[src/rtl/datapath_ctrl_pkg.sv]
// Shared definitions for the datapath microcontroller: instruction field layout,
// opcodes and FSM state encoding.
package datapath_ctrl_pkg;

    localparam int INSTR_W = 15;
    localparam int STEP_W  = 8;

    localparam int IMM_LSB   = 0;
    localparam int IMM_W     = 4;
    localparam int OPSEL_LSB = 4;
    localparam int OPSEL_W   = 2;
    localparam int EN_X_BIT  = 6;
    localparam int EN_Y_BIT  = 7;
    localparam int Y_SEL_BIT = 8;
    localparam int OPC_LSB   = 9;
    localparam int OPC_W     = 2;
    localparam int TGT_LSB   = 11;
    localparam int TGT_W     = 4;

    localparam logic [OPC_W-1:0] OP_NEXT = 2'b00;
    localparam logic [OPC_W-1:0] OP_JUMP = 2'b01;
    localparam logic [OPC_W-1:0] OP_BZ   = 2'b10;
    localparam logic [OPC_W-1:0] OP_HALT = 2'b11;

    typedef logic [1:0] state_t;
    localparam state_t ST_IDLE = 2'd0;
    localparam state_t ST_RUN  = 2'd1;
    localparam state_t ST_DONE = 2'd2;

endpackage

[src/rtl/ctrl_ram.sv]
// Program store: synchronous write, asynchronous read so the current pc's word
// drives the datapath in the same cycle. Contents are deliberately not reset.
module ctrl_ram
    import datapath_ctrl_pkg::*;
#(
    parameter int DEPTH = 16,
    parameter int WIDTH = INSTR_W,
    parameter int AW    = $clog2(DEPTH)
) (
    input  logic             clk,
    input  logic             we,
    input  logic [AW-1:0]    waddr,
    input  logic [WIDTH-1:0] wdata,
    input  logic [AW-1:0]    raddr,
    output logic [WIDTH-1:0] rdata
);

    logic [WIDTH-1:0] mem [DEPTH];

    always_ff @(posedge clk) begin
        if (we) begin
            mem[waddr] <= wdata;
        end
    end

    assign rdata = mem[raddr];

endmodule

[src/rtl/datapath_ctrl.sv]
// Start/done sequenced microprogram controller driving the 4-bit datapath's
// control inputs from a writable program store, with zero-flag branches.
module datapath_ctrl
    import datapath_ctrl_pkg::*;
#(
    parameter int DEPTH     = 16,
    parameter int MAX_STEPS = 255,
    localparam int AW       = $clog2(DEPTH)
) (
    input  logic               clk,
    input  logic               rst_n,
    input  logic               prog_we,
    input  logic [AW-1:0]      prog_addr,
    input  logic [INSTR_W-1:0] prog_data,
    input  logic               start,
    input  logic               zero,
    output logic [IMM_W-1:0]   imm,
    output logic [OPSEL_W-1:0] op_sel,
    output logic               en_x,
    output logic               en_y,
    output logic               y_sel,
    output logic               busy,
    output logic               done,
    output logic               err,
    output logic [AW-1:0]      pc
);

    localparam logic [STEP_W-1:0] LAST_STEP = STEP_W'(MAX_STEPS - 1);

    state_t              state_reg, state_next;
    logic [AW-1:0]       pc_reg, pc_next;
    logic [STEP_W-1:0]   step_reg, step_next;
    logic                err_reg, err_next;

    logic [INSTR_W-1:0]  instr;
    logic [OPC_W-1:0]    opcode;
    logic [AW-1:0]       target;
    logic [AW-1:0]       pc_inc;
    logic                run;

    assign run    = (state_reg == ST_RUN);
    assign opcode = instr[OPC_LSB +: OPC_W];
    assign target = AW'(instr[TGT_LSB +: TGT_W]);
    assign pc_inc = pc_reg + AW'(1);

    // The program store is writable whenever the sequencer is not executing.
    ctrl_ram #(
        .DEPTH (DEPTH),
        .WIDTH (INSTR_W),
        .AW    (AW)
    ) u_ram (
        .clk   (clk),
        .we    (prog_we & ~run),
        .waddr (prog_addr),
        .wdata (prog_data),
        .raddr (pc_reg),
        .rdata (instr)
    );

    always_comb begin
        state_next = state_reg;
        pc_next    = pc_reg;
        step_next  = step_reg;
        err_next   = err_reg;
        case (state_reg)
            ST_IDLE: begin
                if (start) begin
                    state_next = ST_RUN;
                    pc_next    = '0;
                    step_next  = '0;
                    err_next   = 1'b0;
                end
            end
            ST_RUN: begin
                step_next = step_reg + STEP_W'(1);
                if (opcode == OP_HALT) begin
                    state_next = ST_DONE;
                end else if (step_reg == LAST_STEP) begin
                    // Runaway program: this word still executed, but stop here.
                    state_next = ST_DONE;
                    err_next   = 1'b1;
                end else begin
                    case (opcode)
                        OP_JUMP: pc_next = target;
                        OP_BZ:   pc_next = zero ? target : pc_inc;
                        default: pc_next = pc_inc;
                    endcase
                end
            end
            ST_DONE: begin
                state_next = ST_IDLE;
            end
            default: begin
                state_next = ST_IDLE;
            end
        endcase
    end

    always_ff @(posedge clk) begin
        if (!rst_n) begin
            state_reg <= ST_IDLE;
            pc_reg    <= '0;
            step_reg  <= '0;
            err_reg   <= 1'b0;
        end else begin
            state_reg <= state_next;
            pc_reg    <= pc_next;
            step_reg  <= step_next;
            err_reg   <= err_next;
        end
    end

    assign imm    = run ? instr[IMM_LSB +: IMM_W]     : '0;
    assign op_sel = run ? instr[OPSEL_LSB +: OPSEL_W] : '0;
    assign en_x   = run & instr[EN_X_BIT];
    assign en_y   = run & instr[EN_Y_BIT];
    assign y_sel  = run & instr[Y_SEL_BIT];
    assign busy   = run;
    assign done   = (state_reg == ST_DONE);
    assign err    = err_reg;
    assign pc     = pc_reg;

endmodule

[config.mk]
export PLATFORM = sky130hd
export DESIGN_NAME = datapath_ctrl
export DESIGN_NICKNAME = d
export VERILOG_FILES = /design/src/rtl/datapath_ctrl_pkg.sv /design/src/rtl/ctrl_ram.sv /design/src/rtl/datapath_ctrl.sv
export SDC_FILE = /design/constraint.sdc
export NUM_CORES = 1
export LEC_CHECK = 0
export ABC_CLOCK_PERIOD_IN_PS = 2900
export CELL_PAD_IN_SITES_DETAIL_PLACEMENT = 0
export CELL_PAD_IN_SITES_GLOBAL_PLACEMENT = 2
export CORE_AREA = 4 4 156 158
export CTS_BUF_LIST = sky130_fd_sc_hd__clkbuf_2 sky130_fd_sc_hd__clkbuf_4 sky130_fd_sc_hd__clkbuf_8
export DETAILED_ROUTE_END_ITERATION = 10
export DIE_AREA = 0 0 160 162
export GPL_ROUTABILITY_DRIVEN = 0
export PLACE_DENSITY_LB_ADDON = 0.05
export SLEW_MARGIN = 40
export SYNTH_ARGS = -nofsm -noshare
export SYNTH_HDL_FRONTEND = slang
export SYNTH_SLANG_ARGS = --single-unit
[constraint.sdc]
create_clock -name clk -period 2.9 [get_ports clk]
set_input_delay 0.725 -clock clk [delete_from_list [all_inputs] [get_ports clk]]
set_output_delay 0.725 -clock clk [all_outputs]
set_load 0.02 [all_outputs]
==> results of run 1 <==
[critical path, stage by stage (launching register included)]
cell	delay, ns
dfxtp_4	0.44
buf_4	0.14
buf_8	0.12
mux4_2	0.50
mux4_2	0.46
and2_4	0.17
buf_6	0.12
[cells by family after synthesis]
logic type      count (synthesis)
flops                         259
mux                            90
buf+inv                        30
compound gates                 37
xor+xnor                        2
fa+ha+maj                       6
simple gates                   84
[worst min-delay path by stage]
stage | slack, ns | cells past startpoint | endpoint
floorplan | 0.48 | 1 | step_reg[0]
global placement | 0.47 | 2 | err
detailed placement | 0.49 | 2 | err
CTS | 0.50 | 2 | err
global route | 0.56 | 2 | err
finish | 0.49 | 2 | err
[stage by stage]
step	TNS, ns	std cells	area [um^2]	utilization, %	setup WS, ns
after floorplan	0	508	10200	-	0.00924
final	-4.20	954	12700	54.9	-0.312
after detailed placement	-1.84	859	11400	49.2	-0.209
after global placement	-1.62	859	11400	49.2	-0.201
after global routing	-6.21	954	12700	54.9	-0.415
after CTS	-5.22	953	12600	54.7	-0.355
[metal layers]
layer / GRT usage, % / vias up
met1: 25.3 / 2793
li1: - / 2355
met4: 5.91 / 0
met3: 3.73 / 35
met2: 30.2 / 130
met5: 0 / -
[cells in the mapped netlist (5+ instances only)]
cell type	number
clkbuf_1	9
nor3_1	9
a21oi_1	9
dfxtp_1	19
ha_1	6
nor2b_1	5
nand2_1	11
nor2_1	21
edfxtp_1	240
nand3_1	10
inv_1	6
a311oi_1	5
mux2_2	6
mux4_2	58
mux2i_1	26
a22oi_1	10
and2_1	10
[final cells by class]
cell class	count	area [um^2]	area share (%)
Clock buffer	66	783	6.17
Clock inverter	14	116	0.917
Timing Repair Buffer	99	1110	8.74
Tap cell	290	363	2.86
Inverter	7	30.0	0.237
Multi-Input combinational cell	219	2690	21.2
Sequential cell	259	7590	59.8
[power by group]
group,internal (mW),leakage [nW],total (mW),switching (mW)
clock,1.90,0.476,3.29,1.39
combinational,0.607,1.28,1.17,0.558
sequential,4.14,2.32,4.18,0.0341
[repair_timing]
item	4_1_cts	5_1_grt
cloned	3	1
pin swaps	13	11
gates resized for setup	89	19
setup endpoints to repair	18	17
setup buffers	12	3
==> results.json, run 1 <==
{
  "status": "complete, but fails checks",
  "violations": "negative setup slack",
  "synth_area_mm2": 0.0102,
  "routed-wl-met2_mm": 11.6,
  "cp.arrival_ns": 2.49,
  "power_mw": 8.64,
  "vias_per_cell": 5.57,
  "endpoint_kind": "output port",
  "grt_pass1_wl_mm": 35.4,
  "nets": 660,
  "critPathCapture": "op_sel[1]",
  "ys_top_cells_by_area": "edfxtp_1 (71%), mux4_2 (13%), dfxtp_1 (3.7%)",
  "ys_ff_latch": 259,
  "ys_types": 44,
  "grt_max_degree": 30,
  "synth_ff_type": "edfxtp_1",
  "syn2layout_area_growth_pct": 24.6,
  "r2r_slack_ns": -0.28,
  "die_x_um": 160,
  "synthXorXnorAreaFrac_pct": 0.172,
  "cts_buffer_depth": 3,
  "setup_violations": 17,
  "startpoint_type": "flop",
  "first_global_vias": 5662,
  "cts_buffers": 44,
  "final_antenna_net_count": 0,
  "p_per_area_mw_per_mm2": 681,
  "required_ns": 2.17,
  "synth-edff-count": 240,
  "grt_use_total_pct": 18.5,
  "drv_cap": 0,
  "drt_iter0_markers": 346,
  "clock_latency_ns": 0.55,
  "die_area_mm2": 0.0259,
  "largest_reg_flops": 240,
  "routedWlPerCell_um": 24.6,
  "hold_path.class": "reg2reg",
  "die_h_um": 162,
  "antenna_found_initial": 0,
  "fp-row-count": 56,
  "post-route-period-util_pct": 111,
  "port_buffers": 39,
  "hold_ws_ns": 0.494,
  "worst_pin_slew_ns": 0.584,
  "synth_top_area_cell": "edfxtp_1",
  "ir_drop_uv": 350,
  "dp_hpwl_mm": 13.4,
  "r2r_cells": 14,
  "clock-sinks": 259,
  "num_antenna_cells": 0,
  "synth_top_family_by_area": "multiplexers",
  "synthArstFlopShare_pct": 0,
  "coreArea_mm2": 0.0231,
  "syn_nets": 538,
  "synth-simple-area-share_pct": 4.35,
  "slew_violations": 0,
  "met3WireLength_mm": 1.08,
  "hold_buffers": 0,
  "final_hold_viol_count": 0,
  "relSlewSlack_pct": 60.9,
  "cts_root_buf": "clkbuf_8",
  "synth_adder_area_share_pct": 0.737,
  "drive_gt1_share_pct": 38.9,
  "nFillCells": 1815,
  "layout_common_cells": "edfxtp_1 (240), mux4_2 (58), clkbuf_8 (46), buf_4 (36), clkdlybuf4s50_1 (30)",
  "cp_max_fo": 7,
  "rsz0062_at_grt": "true",
  "first_pass_iters": 4,
  "skew_ns": 0.0229,
  "top_layer_used": "met4",
  "fmax_ghz": 0.311,
  "synthDominantCellAreaShare_pct": 70.8,
  "wl_met1_mm": 10.2,
  "drcViolationCount": 0,
  "vias": 5313,
  "hold_path_startpoint": "err",
  "layout_setup_ws_ns": -0.312,
  "htreeDepth": 2,
  "postSynthAreaPerCell_um2": 20.0,
  "ys_seq_area_share_pct": 74.5,
  "initial_utilization_pct": 44.0,
  "syn_inst": 508,
  "clkTransAtPathRegs_ns": 0.06,
  "ioPinCount": 40,
  "yosysWarnings": 0,
  "cts_tree": "done",
  "overflow": 0,
  "final_common_cell": "edfxtp_1",
  "synth_compound_area_share_pct": 2.58,
  "wirelength_mm": 23.4,
  "leakage_nw": 4.07,
  "period_minus_slack_ns": 3.21,
  "worstSetupPathType": "reg2out",
  "synthMuxAreaShare_pct": 16.0
}
Power figures use the tool's default switching activity.
==> run 2, diff against run 1 <==
- ABC_CLOCK_PERIOD_IN_PS: 2900 -> 3200
- CORE_AREA: 4 4 156 158 -> 4 4 150 152
- DIE_AREA: 0 0 160 162 -> 0 0 154 156
- clock period: 2.9 -> 3.2 ns (I/O delays scaled with it)
==> run 2 against run 1 <==
Against the previous run: the flow still finishes with violations (negative setup slack); final cell count is 4.1% lower; die area decreased by 7.3%; clock skew decreased by 0.0085 ns; sequential power shrank 9.3%; sequential cell count unchanged; total power fell by 13%; wire length down 3.5%; non-clock buffer count is 15 lower; combinational power down 24%; clock power down 14%; critical path depth unchanged; first-iteration DRC count increased by 2.3%; critical path type unchanged; highest routed layer unchanged.
==> results.json, run 2 (synthesized netlist as in run 1, its figures left out) <==
{
  "clock_latency_ns": 0.53,
  "layout_common_cells": "edfxtp_1 (240), mux4_2 (58), clkbuf_8 (43), buf_4 (32), clkdlybuf4s50_1 (30)",
  "skew_ns": 0.0145,
  "hold_path.class": "reg2reg",
  "grt_use_total_pct": 19.2,
  "violations": "negative setup slack",
  "dp_hpwl_mm": 13.4,
  "layout_setup_ws_ns": -0.0845,
  "finish.utilization_pct": 58.3,
  "cp_max_fo": 7,
  "r2r_cells": 10,
  "grt_max_degree": 45,
  "cts_buffers": 42,
  "rsz0062_at_grt": "true",
  "final_common_cell": "edfxtp_1",
  "worst_pin_slew_ns": 0.640,
  "num_antenna_cells": 0,
  "fp-row-count": 53,
  "port_buffers": 39,
  "ioPinCount": 40,
  "first_global_vias": 5474,
  "final_hold_viol_count": 0,
  "cp.arrival_ns": 2.48,
  "die_area_mm2": 0.0240,
  "clock-sinks": 259,
  "leakage_nw": 3.90,
  "grt_pass1_wl_mm": 34.2,
  "min_path_cells": 2,
  "antenna_found_initial": 0,
  "worstSetupPathType": "reg2out",
  "post-route-period-util_pct": 103,
  "dpl-instance-area_mm2": 0.0113,
  "wirelength_mm": 22.6,
  "ir_drop_uv": 352,
  "die_x_um": 154,
  "die_h_um": 156,
  "fmax_ghz": 0.304,
  "overflow": 0,
  "largest_reg_flops": 240,
  "final_antenna_net_count": 0,
  "slew_violations": 0,
  "startpoint_type": "flop",
  "vias": 5246,
  "r2r_slack_ns": 0.09,
  "nets": 643,
  "cts_root_buf": "clkbuf_8",
  "p_per_area_mw_per_mm2": 612,
  "first_pass_iters": 5,
  "htreeDepth": 2,
  "drcViolationCount": 0,
  "status": "complete, but fails checks",
  "period_minus_slack_ns": 3.28,
  "drt_iter0_markers": 354,
  "cts_tree": "done",
  "required_ns": 2.40,
  "hold_path_startpoint": "err",
  "setup_violations": 9,
  "initial_utilization_pct": 48.4,
  "drive_gt1_share_pct": 33.8,
  "clkTransAtPathRegs_ns": 0.06,
  "coreArea_mm2": 0.0210,
  "min_to": "err",
  "cts_buffer_depth": 3,
  "vias_per_cell": 5.73,
  "routedWlPerCell_um": 24.7,
  "relSlewSlack_pct": 57.3,
  "syn2layout_area_growth_pct": 20.3,
  "fin_area_mm2": 0.0122,
  "drv_cap": 0,
  "endpoint_kind": "output port"
}
run 2: metal layers:
layer	track usage (%)	wire (um)	part of all wire (%)
met1	25.7	9530	42
met2	32.9	11600	51
met3	3.11	1060	4.7
met4	5.51	417	1.8
met5	0	0	0
run 2: cell type report:
cell class	count	area (um^2)
Fill cell	1563	8780
Sequential cell	259	7590
Multi-Input combinational cell	219	2560
Timing Repair Buffer	84	903
Clock buffer	52	659
Tap cell	275	344
Clock inverter	19	159
Inverter	7	26.3
run 2: stage by stage:
step                      hold WS, ns  setup slack [ns]  std cells  TNS, ns  power [mW]
final                           0.502           -0.0845        915   -0.543        7.49
after global routing            0.547            -0.162        915    -1.26        7.80
after global placement          0.467            0.0627        838        0        4.67
after CTS                       0.499            -0.148        918    -1.09        7.56
after floorplan                 0.481             0.154        508        0        4.35
after detailed placement        0.485            0.0686        838        0        4.68
run 2: how the worst max path moves through the flow:
| stage | endpoint | start | slack, ns |
|---|---|---|---|
| after floorplan | flop | flop | 0.15 |
| after global placement | imm[2] | flop | 0.06 |
| after detailed placement | imm[2] | flop | 0.07 |
| after CTS | op_sel[0] | flop | -0.15 |
| after global routing | imm[2] | flop | -0.16 |
| final | imm[2] | flop | -0.08 |
run 2: power by group:
group | switching, mW | internal (mW) | total [mW] | leakage [nW]
clock network | 1.23 | 1.59 | 2.82 | 0.426
logic | 0.446 | 0.445 | 0.891 | 1.16
registers | 0.0323 | 3.76 | 3.79 | 2.32
total | 1.71 | 5.79 | 7.49 | 3.90
run 2: critical path, stage by stage, from the launching register on:
cell	delay (ns)
dfxtp_4	0.40
buf_12	0.13
buf_12	0.13
mux4_2	0.51
mux4_2	0.48
and2_4	0.17
buf_6	0.12
run 2: what timing repair did:
item,CTS,global route
resized for setup,50,26
setup buffers,8,0
cloned,2,0
pin swaps,0,6
endpoints found under the setup margin,9,18
hold buffers,0,0
